--- src/rtl/ycc_pkg.sv ---
// Shared types and fixed-point constants for the YCbCr <-> RGB colour converters.
package ycc_pkg;

  localparam int unsigned DCT_DATA_WIDTH = 10;

  typedef struct packed {
    logic [DCT_DATA_WIDTH-1:0] data;
    logic                      valid;
  } dct_port_t;

  localparam int unsigned COEF_FRAC  = 8;
  localparam int unsigned COEF_WIDTH = 12;

  // Real coefficients scaled by 2^COEF_FRAC, rounded to nearest
  localparam int KY   = 256;
  localparam int KRCR = 359;
  localparam int KGCB = -88;
  localparam int KGCR = -183;
  localparam int KBCB = 454;

  function automatic int unsigned off(input int unsigned dw);
    return 32'd1 << (dw - 1);
  endfunction

  function automatic int unsigned prod_width(input int unsigned dw);
    return dw + 1 + COEF_WIDTH;
  endfunction

  // Three products plus the round constant need two extra bits of headroom
  function automatic int unsigned sum_width(input int unsigned dw);
    return prod_width(dw) + 2;
  endfunction

endpackage

--- src/rtl/ycc_lane_mac.sv ---
// One output colour channel: coefficient products, rounded sum, shift and clamp (S2-S4).
module ycc_lane_mac
  import ycc_pkg::*;
#(
  parameter int unsigned DATA_WIDTH = 10,
  parameter int unsigned COEF_FRAC  = 8,
  parameter int          KA         = 0,
  parameter int          KB         = 0,
  parameter int          KC         = 0
) (
  input  logic                  clk,
  input  logic                  rst_n,
  input  logic [DATA_WIDTH-1:0] y,
  input  logic signed [DATA_WIDTH:0] cb,
  input  logic signed [DATA_WIDTH:0] cr,
  output logic [DATA_WIDTH-1:0] data
);

  localparam int unsigned PW = prod_width(DATA_WIDTH);
  localparam int unsigned SW = sum_width(DATA_WIDTH);
  localparam logic signed [SW-1:0] RND  = SW'(2 ** (COEF_FRAC - 1));
  localparam logic signed [SW-1:0] MAXV = SW'(2 ** DATA_WIDTH - 1);

  logic signed [PW-1:0] y_ext, cb_ext, cr_ext;
  logic signed [PW-1:0] pa_q, pb_q, pc_q;
  logic signed [SW-1:0] sum_q, shifted;
  logic [DATA_WIDTH-1:0] data_d;
  logic                  unused_operands;

  assign y_ext  = PW'($signed({1'b0, y}));
  assign cb_ext = PW'(cb);
  assign cr_ext = PW'(cr);
  // Pruned lanes leave some operands unread
  assign unused_operands = ^{y_ext, cb_ext, cr_ext};

  if (KA != 0) begin : g_pa
    localparam logic signed [PW-1:0] K = PW'(KA);
    always_ff @(posedge clk) pa_q <= y_ext * K;
  end else begin : g_pa_pruned
    assign pa_q = '0;
  end

  if (KB != 0) begin : g_pb
    localparam logic signed [PW-1:0] K = PW'(KB);
    always_ff @(posedge clk) pb_q <= cb_ext * K;
  end else begin : g_pb_pruned
    assign pb_q = '0;
  end

  if (KC != 0) begin : g_pc
    localparam logic signed [PW-1:0] K = PW'(KC);
    always_ff @(posedge clk) pc_q <= cr_ext * K;
  end else begin : g_pc_pruned
    assign pc_q = '0;
  end

  always_ff @(posedge clk) begin
    sum_q <= SW'(pa_q) + SW'(pb_q) + SW'(pc_q) + RND;
  end

  assign shifted = sum_q >>> COEF_FRAC;

  // Clamp on the full-width value so large sums never wrap
  always_comb begin
    data_d = shifted[DATA_WIDTH-1:0];
    if (shifted < 0) begin
      data_d = '0;
    end else if (shifted > MAXV) begin
      data_d = '1;
    end
  end

  always_ff @(posedge clk or negedge rst_n) begin
    if (!rst_n) begin
      data <= '0;
    end else begin
      data <= data_d;
    end
  end

endmodule

--- src/rtl/ycbcr_to_rgb.sv ---
// Full-range YCbCr to RGB converter: 4-cycle fixed latency, one pixel per clock.
module ycbcr_to_rgb
  import ycc_pkg::*;
#(
  parameter int unsigned DATA_WIDTH = ycc_pkg::DCT_DATA_WIDTH,
  parameter int unsigned COEF_FRAC  = ycc_pkg::COEF_FRAC
) (
  input  logic      clk,
  input  logic      rst_n,
  input  dct_port_t in  [3],
  output dct_port_t out [3],
  output logic      err_misalign
);

  localparam logic signed [DATA_WIDTH:0] OFF_S = (DATA_WIDTH + 1)'(off(DATA_WIDTH));

  logic                         in_valid, lanes_agree;
  logic [DATA_WIDTH-1:0]        y_q;
  logic signed [DATA_WIDTH:0]   cb_q, cr_q;
  logic [3:0]                   vld_q;
  logic [DATA_WIDTH-1:0]        lane_data [3];

  assign in_valid    = in[0].valid & in[1].valid & in[2].valid;
  assign lanes_agree = in_valid | ~(in[0].valid | in[1].valid | in[2].valid);

  always_ff @(posedge clk) begin
    y_q  <= in[0].data;
    cb_q <= $signed({1'b0, in[1].data}) - OFF_S;
    cr_q <= $signed({1'b0, in[2].data}) - OFF_S;
  end

  always_ff @(posedge clk or negedge rst_n) begin
    if (!rst_n) begin
      vld_q        <= '0;
      err_misalign <= 1'b0;
    end else begin
      vld_q <= {vld_q[2:0], in_valid};
      if (!lanes_agree) begin
        err_misalign <= 1'b1;
      end
    end
  end

  ycc_lane_mac #(
    .DATA_WIDTH(DATA_WIDTH), .COEF_FRAC(COEF_FRAC), .KA(KY), .KB(0), .KC(KRCR)
  ) u_mac_r (
    .clk(clk), .rst_n(rst_n), .y(y_q), .cb(cb_q), .cr(cr_q), .data(lane_data[0])
  );

  ycc_lane_mac #(
    .DATA_WIDTH(DATA_WIDTH), .COEF_FRAC(COEF_FRAC), .KA(KY), .KB(KGCB), .KC(KGCR)
  ) u_mac_g (
    .clk(clk), .rst_n(rst_n), .y(y_q), .cb(cb_q), .cr(cr_q), .data(lane_data[1])
  );

  ycc_lane_mac #(
    .DATA_WIDTH(DATA_WIDTH), .COEF_FRAC(COEF_FRAC), .KA(KY), .KB(KBCB), .KC(0)
  ) u_mac_b (
    .clk(clk), .rst_n(rst_n), .y(y_q), .cb(cb_q), .cr(cr_q), .data(lane_data[2])
  );

  always_comb begin
    for (int k = 0; k < 3; k++) begin
      out[k].data  = lane_data[k];
      out[k].valid = vld_q[3];
    end
  end

endmodule
--- config.mk ---
export PLATFORM = sky130hd
export DESIGN_NAME = ycbcr_to_rgb
export DESIGN_NICKNAME = d
export VERILOG_FILES = /design/src/rtl/ycc_pkg.sv /design/src/rtl/ycc_lane_mac.sv /design/src/rtl/ycbcr_to_rgb.sv
export SDC_FILE = /design/constraint.sdc
export NUM_CORES = 1
export LEC_CHECK = 0
export BUFFER_PORTS_ARGS = -buffer_cell sky130_fd_sc_hd__clkbuf_2
export CAP_MARGIN = 20
export CELL_PAD_IN_SITES_DETAIL_PLACEMENT = 0
export CELL_PAD_IN_SITES_GLOBAL_PLACEMENT = 1
export CORE_MARGIN = 2
export CORE_UTILIZATION = 25
export CTS_CLUSTER_SIZE = 16
export DETAILED_ROUTE_END_ITERATION = 10
export PLACE_DENSITY_LB_ADDON = 0.1
export SYNTH_ARGS = -nofsm -noshare
export SYNTH_HDL_FRONTEND = slang
export SYNTH_SLANG_ARGS = --single-unit
--- constraint.sdc ---
create_clock -name clk -period 5.9 [get_ports clk]
set_input_delay 0.885 -clock clk [delete_from_list [all_inputs] [get_ports clk]]
set_output_delay 0.885 -clock clk [all_outputs]
set_load 0.02 [all_outputs]
Yosys cells after proc, flatten, opt, wreduce, memory -nomap -nowiden

Index checks and enable logic that the tools add are counted.

Bits in registers: 229
Bits of input ports: 35
Output and inout port bits: 34
Logic and storage cells: 47

Add/subtract/negate cells: 9
$mul: 4
Magnitude comparators: 6
Multiplexer cells: 6
Bitwise logic cells: 6

Operator list:

| kind                   | count |
|---|---|
| $add 25x9->25 const B  | 3 |
| $mux 10                | 6 |
| $gt 17x11->1 const B   | 3 |
| $lt 17x1->1 const B    | 3 |
| $add 19x21->22         | 2 |
| $mul 11x9->20 const B  | 2 |
| $sub 10x10->11 const B | 2 |
| $add 20x20->21         | 1 |
| $mul 11x10->21 const B | 1 |
| $add 19x19->20         | 1 |
| $mul 11x5->16 const B  | 1 |
| $or 1x1->1             | 3 |
| $and 1x1->1            | 2 |
| $not 1->1              | 1 |

Depth between registers and ports, before layout

Depth after elaboration: 4
Depth in mapped cells: 19
Depth with buffers taken out: 19

Cells and area by module

A second synthesis with hierarchy kept.

Cells, all modules: 1433
Area, all modules: 14450.1 um2

Modules (own cells, without submodules):

| module                  | instances | cells each | area each (um2) | sequential area each (um2) |
|---|---|---|---|---|
| ycc_lane_mac at u_mac_g | 1         | 590        | 5804.3          | 1451.4 |
| ycc_lane_mac at u_mac_r | 1         | 419        | 4091.4          | 1031.0 |
| ycc_lane_mac at u_mac_b | 1         | 381        | 3771.1          | 1071.0 |
| ycbcr_to_rgb            | 1         | 43         | 783.3           | 725.7 |

Worst setup path before layout

No wires, ideal clock.

Kind: reg2reg
Start: register cr_q[9]
End: register u_mac_r.pc_q[19]
Setup time: 0.135 ns
Arrival time: 4.554 ns
Data required time: 5.765 ns
Path slack: 1.211 ns
Stages on the path, launching flop included: 16
Buffers on the path: 0
Clock period less this slack: 4.689 ns
Cells stage by stage: dfxtp_1 > ha_1 > inv_1 > fa_1 > fa_1 > fa_1 > inv_1 > fa_1 > inv_1 > ha_1 > o21ai_0 > a211oi_1 > o31ai_1 > a21boi_0 > o21ai_0 > xnor2_1

Word-level cells in the longest chain between the ends: 1

RTL lines:

| element                  | RTL line           | text |
|---|---|---|
| start: declaration       | ycbcr_to_rgb.sv:19 | `logic signed [DATA_WIDTH:0] cb_q, cr_q;` |
| start signal: assignment | ycbcr_to_rgb.sv:29 | `cr_q <= $signed({1'b0, in[2].data}) - OFF_S;` |
| $mul 11x10->21           | ycc_lane_mac.sv:52 | `always_ff @(posedge clk) pc_q <= cr_ext * K;` |
| end signal: assignment   | ycc_lane_mac.sv:52 |  |
| end: declaration         | ycc_lane_mac.sv:25 | `logic signed [PW-1:0] pa_q, pb_q, pc_q;` |

Every way passes these cells.
A chain may end at the register's enable or synchronous reset.

Worst setup path in the final report

Start: register cr_q[8]
End: register u_mac_r.pc_q[19]

The elaborated chain is that of the path after synthesis.

==> impl_metrics.tcl <==
set metrics [dict create \
    outcome "finished, final reports clean" \
    firstDrtPassIters 4 \
    syn_area_um2 13000 \
    synthTopCellsByCount "ha_1 (227), inv_1 (202), dfxtp_1 (152)" \
    power-per-cell-area_nw_per_um2 565 \
    antenna_found_initial 2 \
    grt_max_degree 36 \
    crit_chain "inv_1 > ha_1 > inv_1 > fa_1 > fa_1 > fa_1 > inv_1 > fa_1 > inv_1 > ha_1 > o21ai_0 > a211oi_1 > o31ai_1 > a21boi_0 > o21ai_0 > xnor2_1" \
    drc 0 \
    port_buffers 68 \
    synth_edf_count 0 \
    postCtsSetupBuffers 0 \
    ant_nets 0 \
    rsz0062_at_grt "false" \
    dp_hpwl_mm 24.4 \
    die_h_um 232 \
    hold_class "flop to flop" \
    path_depth 16 \
    post_drt_wl_per_cell_um 14.2 \
    synthCells 1277 \
    synth_ff_type "dfxtp_1" \
    critical-path-slowest-cell "dfxtp_1" \
    period_needed_ns 5.27 \
    start_util 0.253 \
    wl_mm 29.1 \
    cp.buffers_inverters 4 \
    power.total_mw 8.32 \
    via_per_inst 4.03 \
    cts-resized-gates 0 \
    yosysSeqAreaShare 0.301 \
    yosysMostFrequentCell "ha_1" \
    grt_util_all_layers 0.116 \
    drv_slew 0 \
    clk_latency_ns 0.48 \
    drive_gt1_frac 0.0991 \
    setup_viol 0 \
    diodes 0 \
    reg2reg_slack_ns 0.63 \
    clk_path_buf_depth 2 \
    dieArea_um2 53900 \
    hold_viol_final 0 \
    synthTopCellsByArea "dfxtp_1 (23%), ha_1 (22%), fa_1 (13%)" \
    netlist.area_leader.share 0.234 \
    cp-end-kind "flop" \
    die_x_um 232 \
    yosysTopAreaCell "dfxtp_1" \
    fin_cells 2052 \
    rows 83 \
    ctsHoldBuffers 0 \
    synth_warnings 0 \
    cp-start-kind "flop" \
    gp_congestion 0.766 \
    nNetsFinal 1707 \
    cts_buffers 17 \
    ir_drop_mv 0.266 \
    clk_pin_slew_worst_paths_ns 0.07 \
    rr_worst_depth 16 \
    skew_ns 0.0117 \
    cp-endpoint "u_mac_r.pc_q[19]$_DFF_P_" \
    r2r-start "cr_q[8]$_DFF_P_" \
    cts_root_buf "clkbuf_16" \
    htree_levels 4 \
    crit_path_max_incr_delay_ns 0.66 \
    r2r-end "u_mac_r.pc_q[19]$_DFF_P_" \
    drtIter0Drc 269 \
    path_max_fanout 9 \
    grt_pass1_vias 8549 \
    dp.cells 2020 \
    critPathTopFamily "adder cells" \
    crit_required_ns 6.25 \
    fmax_mhz 190 \
    tritoncts "yes" \
    avgSynthCellArea_um2 10.2 \
    period_share 0.892 \
    criticalPathCategory "flop to flop" \
    syn_nets 1625 \
    critical_path_arrival_ns 5.61 \
    vias 8266 \
    grt_first_pass_wirelength_mm 47.4 \
    async_reset_ff_frac 0.187 \
    hold_slack_ns 0.322 \
    cts_sinks 187 \
    syn_to_final_growth_pct 13.3 \
    core_um2 51400 \
    crit_path_start "cr_q[8]$_DFF_P_" \
    maxSlewHeadroom 0.432 \
    pin_count 69 \
    finalSetupTns_ns 0 \
    synth_seq_cells 187 \
    ys_types 70 \
    overflow 0 \
    p_leak_nw 7.13 \
    max-cap-violations 0 \
    tightest_slew_ns 0.851 \
]
==> worst min path at each step <==
stage / start / endpoint / slack [ns] / depth (start not counted)
3_3_place_gp: y_q[8]$_DFF_P_ / u_mac_r.pa_q[16]$_DFF_P_ / 0.31 / 0
2_1_floorplan: y_q[2]$_DFF_P_ / u_mac_r.pa_q[10]$_DFF_P_ / 0.31 / 0
4_1_cts: y_q[8]$_DFF_P_ / u_mac_r.pa_q[16]$_DFF_P_ / 0.32 / 0
6_report: y_q[8]$_DFF_P_ / u_mac_r.pa_q[16]$_DFF_P_ / 0.32 / 0
3_5_place_dp: y_q[8]$_DFF_P_ / u_mac_r.pa_q[16]$_DFF_P_ / 0.31 / 0
5_1_grt: y_q[9]$_DFF_P_ / u_mac_r.pa_q[17]$_DFF_P_ / 0.34 / 0
==> power breakdown <==
group          switching (mW)  internal (mW)
Combinational            2.97           2.16
Sequential              0.237           1.81
Clock                   0.558          0.589
Total                    3.77           4.56
==> worst reg2reg max path, cell delays in order (launching register included) <==
cell	delay, ns
dfxtp_1	0.66
inv_1	0.25
ha_1	0.39
inv_1	0.09
fa_1	0.52
fa_1	0.44
fa_1	0.54
inv_1	0.05
fa_1	0.49
inv_1	0.04
ha_1	0.31
o21ai_0	0.11
a211oi_1	0.41
o31ai_1	0.17
a21boi_0	0.36
o21ai_0	0.16
xnor2_1	0.16
==> metal layers <==
layer / wire [um] / GRT usage / vias to the layer above
met4: 504 / 0.0421 / 0
met2: 11900 / 0.167 / 87
met1: 15800 / 0.170 / 3777
met5: 0 / 0 / -
met3: 861 / 0.0247 / 22
li1: - / - / 4380
==> area by class of cell <==
class	count	area, um2
multi-input cells	879	8280
repair buffers	72	370
inverters	202	758
clock inverters	11	115
flip-flops and latches	187	3920
fillers	5505	36700
clock buffers	21	440
well taps	680	851
==> placed cells by master (no fill, tap or decap), types with 4 or more instances in the layout <==
| cell type | n |
|---|---|
| nand3_1 | 14 |
| and2_1 | 4 |
| clkbuf_2 | 68 |
| o21bai_1 | 15 |
| nor4_1 | 6 |
| nand2b_1 | 5 |
| o21ai_0 | 33 |
| nand4_1 | 8 |
| dfrtp_1 | 35 |
| nor2_1 | 132 |
| and3_1 | 9 |
| o21ai_2 | 5 |
| nor2b_1 | 7 |
| xor2_1 | 43 |
| a21oi_1 | 37 |
| nand2_1 | 43 |
| o31ai_1 | 4 |
| nor3_1 | 14 |
| clkbuf_1 | 4 |
| xnor2_1 | 87 |
| a21o_1 | 14 |
| dfxtp_1 | 152 |
| or3_1 | 5 |
| inv_1 | 202 |
| buf_4 | 4 |
| a211oi_1 | 7 |
| ha_1 | 227 |
| o21a_1 | 5 |
| clkbuf_16 | 17 |
| a31oi_1 | 5 |
| fa_1 | 86 |
| or2_2 | 4 |
==> flip-flops by register name (all words and copies together), names as in the netlist, 10 cells and up <==
name and flops:
u_mac_r.pc_q 14, y_q 10, u_mac_r.data 10, u_mac_g.pb_q 16, u_mac_r.pa_q 10, u_mac_b.pb_q 14, cb_q 10, u_mac_g.data 10
u_mac_r.sum_q 17, u_mac_b.data 10, cr_q 10, u_mac_g.pc_q 17, u_mac_g.sum_q 17, u_mac_b.sum_q 17
==> logic make-up after synthesis <==
family,share of synthesized area
muxes,0.00404
buffers and inverters,0.0618
DFF,0.301
and+or+nand+nor,0.0959
AOI/OAI and AO/OA,0.0944
adders and majority gates,0.351
xor gates and xnor gates,0.0918
==> metrics by stage <==
stage | cell area [um2] | util | setup WS, ns
global route | 14700 | 0.287 | 0.208
detailed placement | 14200 | 0.276 | 0.556
global placement | 14200 | 0.276 | 0.619
floorplan | 13000 | - | 1.21
finish | 14700 | 0.287 | 0.635
CTS | 14700 | 0.287 | 0.534
Power figures use the tool's default switching activity.
